**src/rtl/register_bank_loader.sv**
```systemverilog
// register_bank_loader
//    Feeds the 8 x 8-bit systolic register bank from a valid/ready byte stream.
//    Each accepted byte goes straight to the bank's sample register (bank_enable,
//    bank_data).  One cycle later the matching one-hot row select is driven, so
//    the row captures the sampled byte.  Once every row is committed, bank_valid
//    is raised and further input is held off until the consumer signals consume.
//
// Ports
//    clk          single clock, posedge
//    reset        synchronous, active-high
//    start        begin a fill (IDLE, or FULL together with consume)
//    s_valid      input byte valid
//    s_data       input byte
//    s_ready      byte accepted this cycle when s_valid is also high
//    consume      downstream has taken the bank contents
//    bank_enable  bank samples bank_data at this edge
//    bank_data    byte to the bank (zero when no beat is accepted)
//    bank_select  one-hot row select to the bank, or zero
//    bank_valid   all rows written and stable
//    busy         loader is not idle
//    rows_loaded  rows committed to the bank so far
//
// state | meaning
// ------+---------------------------------------------------------------
// IDLE  | waiting for start, input held off
// FILL  | accepting bytes, one row per accepted beat
// FLUSH | last row select is on the bank, no input taken
// FULL  | bank complete and valid, waiting for consume

module register_bank_loader #(
   parameter int DATA_WIDTH = 8,
   parameter int BANK_DEPTH = 8
) (
   input  logic                          clk,
   input  logic                          reset,
   input  logic                          start,
   input  logic                          s_valid,
   input  logic [DATA_WIDTH-1:0]         s_data,
   output logic                          s_ready,
   input  logic                          consume,
   output logic                          bank_enable,
   output logic [DATA_WIDTH-1:0]         bank_data,
   output logic [BANK_DEPTH-1:0]         bank_select,
   output logic                          bank_valid,
   output logic                          busy,
   output logic [$clog2(BANK_DEPTH):0]   rows_loaded
);

   localparam int IDX_W = (BANK_DEPTH > 1) ? $clog2(BANK_DEPTH) : 1;
   localparam int CNT_W = $clog2(BANK_DEPTH) + 1;
   localparam logic [IDX_W-1:0] LAST_IDX = IDX_W'(BANK_DEPTH - 1);
   localparam logic [BANK_DEPTH-1:0] ONE_HOT_0 = {{(BANK_DEPTH-1){1'b0}}, 1'b1};

   typedef enum logic [1:0] {
      S_IDLE,
      S_FILL,
      S_FLUSH,
      S_FULL
   } state_t;

   state_t                 state;
   state_t                 state_nxt;
   logic [IDX_W-1:0]       index;
   logic [IDX_W-1:0]       index_nxt;
   logic [BANK_DEPTH-1:0]  select_nxt;
   logic [CNT_W-1:0]       rows_nxt;
   logic                   valid_nxt;
   logic                   accepted;

   always_comb begin
      state_nxt   = state;
      index_nxt   = index;
      select_nxt  = '0;
      valid_nxt   = bank_valid;
      // A row is committed on the edge after its select is driven.
      rows_nxt    = rows_loaded + {{(CNT_W-1){1'b0}}, |bank_select};

      // Gating with reset keeps the bank from sampling while a reset is pending.
      s_ready     = (state == S_FILL) && !reset;
      accepted    = s_valid && s_ready;
      bank_enable = accepted;
      bank_data   = accepted ? s_data : '0;
      busy        = (state != S_IDLE);

      case (state)
         S_IDLE: begin
            if (start) begin
               state_nxt = S_FILL;
               index_nxt = '0;
               rows_nxt  = '0;
            end
         end
         S_FILL: begin
            if (accepted) begin
               select_nxt = ONE_HOT_0 << index;
               index_nxt  = index + IDX_W'(1);
               if (index == LAST_IDX) begin
                  state_nxt = S_FLUSH;
               end
            end
         end
         S_FLUSH: begin
            state_nxt = S_FULL;
            valid_nxt = 1'b1;
         end
         S_FULL: begin
            if (consume) begin
               valid_nxt = 1'b0;
               if (start) begin
                  state_nxt = S_FILL;
                  index_nxt = '0;
                  rows_nxt  = '0;
               end else begin
                  state_nxt = S_IDLE;
               end
            end
         end
         default: begin
            state_nxt = S_IDLE;
         end
      endcase
   end

   always_ff @(posedge clk) begin
      if (reset) begin
         state       <= S_IDLE;
         index       <= '0;
         bank_select <= '0;
         rows_loaded <= '0;
         bank_valid  <= 1'b0;
      end else begin
         state       <= state_nxt;
         index       <= index_nxt;
         bank_select <= select_nxt;
         rows_loaded <= rows_nxt;
         bank_valid  <= valid_nxt;
      end
   end

endmodule
```
**config.mk**
```make
export PLATFORM = sky130hd
export DESIGN_NAME = register_bank_loader
export DESIGN_NICKNAME = d
export VERILOG_FILES = /design/src/rtl/register_bank_loader.sv
export SDC_FILE = /design/constraint.sdc
export NUM_CORES = 1
export LEC_CHECK = 0
export ABC_CLOCK_PERIOD_IN_PS = 1760
export CORE_AREA = 4 4 60 62
export CTS_CLUSTER_DIAMETER = 80
export DETAILED_ROUTE_END_ITERATION = 7
export DIE_AREA = 0 0 64 66
export PLACE_DENSITY = 0.64
export SYNTH_ARGS = -nofsm -noshare
export SYNTH_HDL_FRONTEND = slang
export SYNTH_SLANG_ARGS = --single-unit
```
**constraint.sdc**
```tcl
create_clock -name clk -period 1.76 [get_ports clk]
set_input_delay 0.264 -clock clk [delete_from_list [all_inputs] [get_ports clk]]
set_output_delay 0.264 -clock clk [all_outputs]
set_load 0.05 [all_outputs]
```
* After elaboration in Yosys (flattened, before gate mapping) *
Index checks and enable logic that the tools add are counted.

operators by class
  shift-type cells = 1
  bitwise logic cells = 2
  reductions and logical operators = 12
  $add $sub $neg = 2
  equal/unequal tests = 8
  multiplexer cells = 16

operator list
  cell                   number
  $mux W3                3
  $pmux W3 S3            1
  $mux W2                4
  $mux W4                2
  $mux W8                1
  $pmux W2 S4            1
  $pmux W4 S2            1
  $reduce_or A8 Y1       1
  $shl A1 B3 Y8 const A  1
  $ne A2 B2 Y1 const B   3
  $add A4 B1 Y4          1
  $eq A2 B2 Y1 const B   2
  $reduce_and A4 Y1      1
  $reduce_bool A2 Y1     2
  $add A3 B1 Y3 const B  1
  $eq A3 B3 Y1 const B   1
  $reduce_and A3 Y1      1
  $reduce_bool A3 Y1     1
  $reduce_or A3 Y1       1
  $eq A2 B1 Y1 const B   1
  $logic_and A1 B1 Y1    2
  $logic_not A2 Y1       1
  $mux W1                2
  $ne A2 B1 Y1 const B   1
  other kinds (4)        5

storage, ports and cells
  word-level logic and storage cells = 46
  register bits after elaboration = 18
  output and inout bits = 24

* Longest topological paths before layout *
  depth in word-level cells = 5
  gate-level depth with buffers = 6
  depth with buffers taken out = 6

* Least setup slack after synthesis *
OpenSTA, ideal clock, no wires.

  path type = reg2out
  start point = register state[1]
  end point = output bank_data[0]
  cell stages (with the launch flop) = 7
  required time = 1.496 ns
  buffers on the path = 1
  arrival = 1.954 ns
  slack = -0.458 ns
  path through = dfxtp_1 > inv_1 > ha_1 > nand2_1 > nor2_1 > clkbuf_1 > and2_1

on the way
  word-level cells in the longest chain between the ends = 4

RTL lines
  what                    RTL line  RTL
  start, declared         61        state_t state;
  start signal, assigned  132       state <= state_nxt;
  $eq A2 B1 Y1            79        s_ready = (state == S_FILL) && !reset;
  $logic_and A1 B1 Y1     79
  $logic_and A1 B1 Y1     80        accepted = s_valid && s_ready;
  via bank_enable         41        output logic bank_enable,
  $mux W8                 82        bank_data = accepted ? s_data : '0;
  end, declared           42        output logic [DATA_WIDTH-1:0] bank_data,

The timed path passes the listed nets, and every way through them passes these cells.

* Final worst setup path *
  start point = register state[1]
  end point = output bank_data[3]

on the way
  word-level cells in the longest chain between the ends = 4

RTL lines
  what                 RTL line
  $eq A2 B1 Y1         79
  $logic_and A1 B1 Y1  79
  $logic_and A1 B1 Y1  80
  $mux W8              82

Every way passes these cells.

==> flow_summary.toml <==
[status]
outcome = "finished clean"

[floorplan]
initial_core_util_pct = 29.5
dieHeight_um = 66
rows = 20
die_w_um = 64
dieArea_um2 = 4220
io_pins = 37
core_area_um2 = 3030

[worst_setup_path]
critPathTopFamily = "flip-flops"
endpoint_kind = "output port"
crit_path_max_fanout = 5
worstSetupPathType = "reg -> out"
cp.required_ps = 1500
cp_data_arrival_time_ps = 1460
path_cells = "inv_2 > ha_4 > nand2_4 > nor2_4 > buf_4 > and2_2 > buf_12"
slowest_stage = "dfxtp_2"
cp.buffers_inverters = 3
critical-path-max-stage-delay_ps = 350
startpoint_type = "flop"

[power_and_ir_drop]
total_power_mw = 1.55
powerDensity_nw_per_um2 = 982
leakagePower_nw = 0.722
peakVddDrop_v = 0.000594

[clock_tree]
root_buffer = "clkbuf_4"
cts_sinks = 18
htreeDepth = 1
clkLatencyLatePin_ps = 280
cts_buffers = 3
cts_tree = "built"
clk_pin_slew_worst_paths_ps = 100
cts_buffer_depth = 2

[detailed_routing]
vias = 804
vias_per_cell = 4.21
firstDrtPassIters = 4
final_antenna_net_count = 0
drt-total-wl_mm = 2.14
drt-initial-drc-count = 14
wl_per_cell_um = 11.2
drcViolationCount = 0

[sta]
whs_ps = 505
slew_headroom_pct = 66.2
slew_viol_final = 0
rsz0062_at_grt = "true"
min_period_ps = 1720
setup_viol = 0
min_period_over_period_pct = 97.8
finClkSkew_ps = 1.00
hold_violations = 0
max_slew.worst_pin.slew_ps = 506
fmax_ghz = 0.581

[synth]
synthFlopType = "dfxtp_1"
syn-cell-area_um2 = 895
synth_seq_area_share_pct = 40.3
synth_nets = 122
syn_area_per_cell_um2 = 9.13
yosysTopAreaCellShare_pct = 40.3
synth_area_leaders = "dfxtp_1, ha_1, and2_1"
yosysTopAreaCell = "dfxtp_1"
yosysWarnings = 0
synthDistinctLibCells = 26
synthArstFlopShare_pct = 0
ys_ff_latch = 18
synth_edf_count = 0
syn_inst = 98

[grt]
antenna_found_initial = 0
grt_max_degree = 11
grt_pass1_vias = 775
grt_overflow = 0
grt_pass1_wl_mm = 3.45
grt_usage_pct = 10.3

[placement]
dp_hpwl_mm = 1.77
gp_congestion = 0.734
port_buffers = 36
dp.cells = 182
post_dp_cell_area_um2 = 1460

[final_layout]
layout_commonest_cell = "clkdlybuf4s50_1"
syn_to_final_growth_pct = 76.6
layout-drive-gt1-share_pct = 33.3
final_area_um2 = 1580
antenna_cells = 0
final_cell_mix = "clkdlybuf4s50_1, dfxtp_1, buf_4"
fin_cells = 191
nets = 172

[job]
drv_cap = 0

[min_path]
hold_class = "reg -> reg"
-- report_power, final --
part | switching (mW) | total, mW | internal [mW]
registers | 0.0289 | 0.476 | 0.447
clock network | 0.120 | 0.245 | 0.126
logic | 0.436 | 0.830 | 0.394
-- timing repair --
action                                  in CTS  in global routing
hold buffers                                 0                  0
resized for setup                            7                  8
gates cloned                                 0                  1
endpoints found under the setup margin       9                 18
pin swaps                                    1                  0
buffers inserted                             2                  2
-- synth_stat cells, types with 2 or more instances --
master and n:
nand2_1 3, clkbuf_1 2, mux2i_1 2, nor4_1 3, and3_1 4, nor2_1 12
a21oi_1 3, ha_1 11, inv_1 9, a211oi_1 2, nor2b_1 3, a22oi_1 2
and2_1 12, dfxtp_1 18
-- final cells by class --
cell class	count	area [um^2]
Sequential cell	18	363
Multi-Input combinational cell	69	547
Clock buffer	4	36.3
Tap cell	44	55.1
Timing Repair Buffer	47	546
Fill cell	270	1450
Inverter	9	33.8
-- logic make-up after synthesis --
kind of cell             after synthesis  share of synthesized area, %
AND/OR/NAND/NOR                       43                          27.3
flip-flops                            18                          40.3
AO/OA/AOI/OAI                         11                          8.25
buffers and inverters                 11                          4.62
adder cells (fa/ha/maj)               11                          15.4
XOR/XNOR                               2                          1.96
multiplexers                           2                          2.24
-- layer usage --
metal | vias to the layer above | share of wire (%) | global-route usage, %
li1 | 423 | - | -
met1 | 366 | 45 | 11.7
met2 | 15 | 51 | 19.5
met3 | 0 | 3.9 | 2.55
met4 | 0 | 0 | 1.62
met5 | - | 0 | 0
-- worst min-delay path: cells and delay by family (launching register included) --
kind            cells  cell delay (ps)
compound gates      1               60
flops               1              340
simple gates        1               70
-- per-stage QoR --
| stage | util, % | setup WS, ps | TNS (ps) |
|---|---|---|---|
| 2_1_floorplan | - | 42.4 | 0 |
| 3_3_place_gp | 48.2 | 25.2 | 0 |
| 3_5_place_dp | 48.2 | 2.62 | 0 |
| 4_1_cts | 50.7 | 14.8 | 0 |
| 5_1_grt | 52.2 | -32.9 | -204 |
| 6_report | 52.2 | 38.4 | 0 |
-- sequential cells by signal, indices dropped and copies added, names as in the netlist --
signal and count:
bank_valid 1, state 2, index 3, bank_select 8, rows_loaded 4
-- path summary, 6_finish.rpt --
kind	slack, ps	cells after the start	start	end
worst min-delay path	500	2	bank_valid	bank_valid
worst max-delay path	40	7	state[1]	bank_data[3]
worst min register to register	500	2	bank_valid	bank_valid
worst max register to register	80	7	state[1]	index[2]
Note: power is estimated with default switching activity, not from simulation.
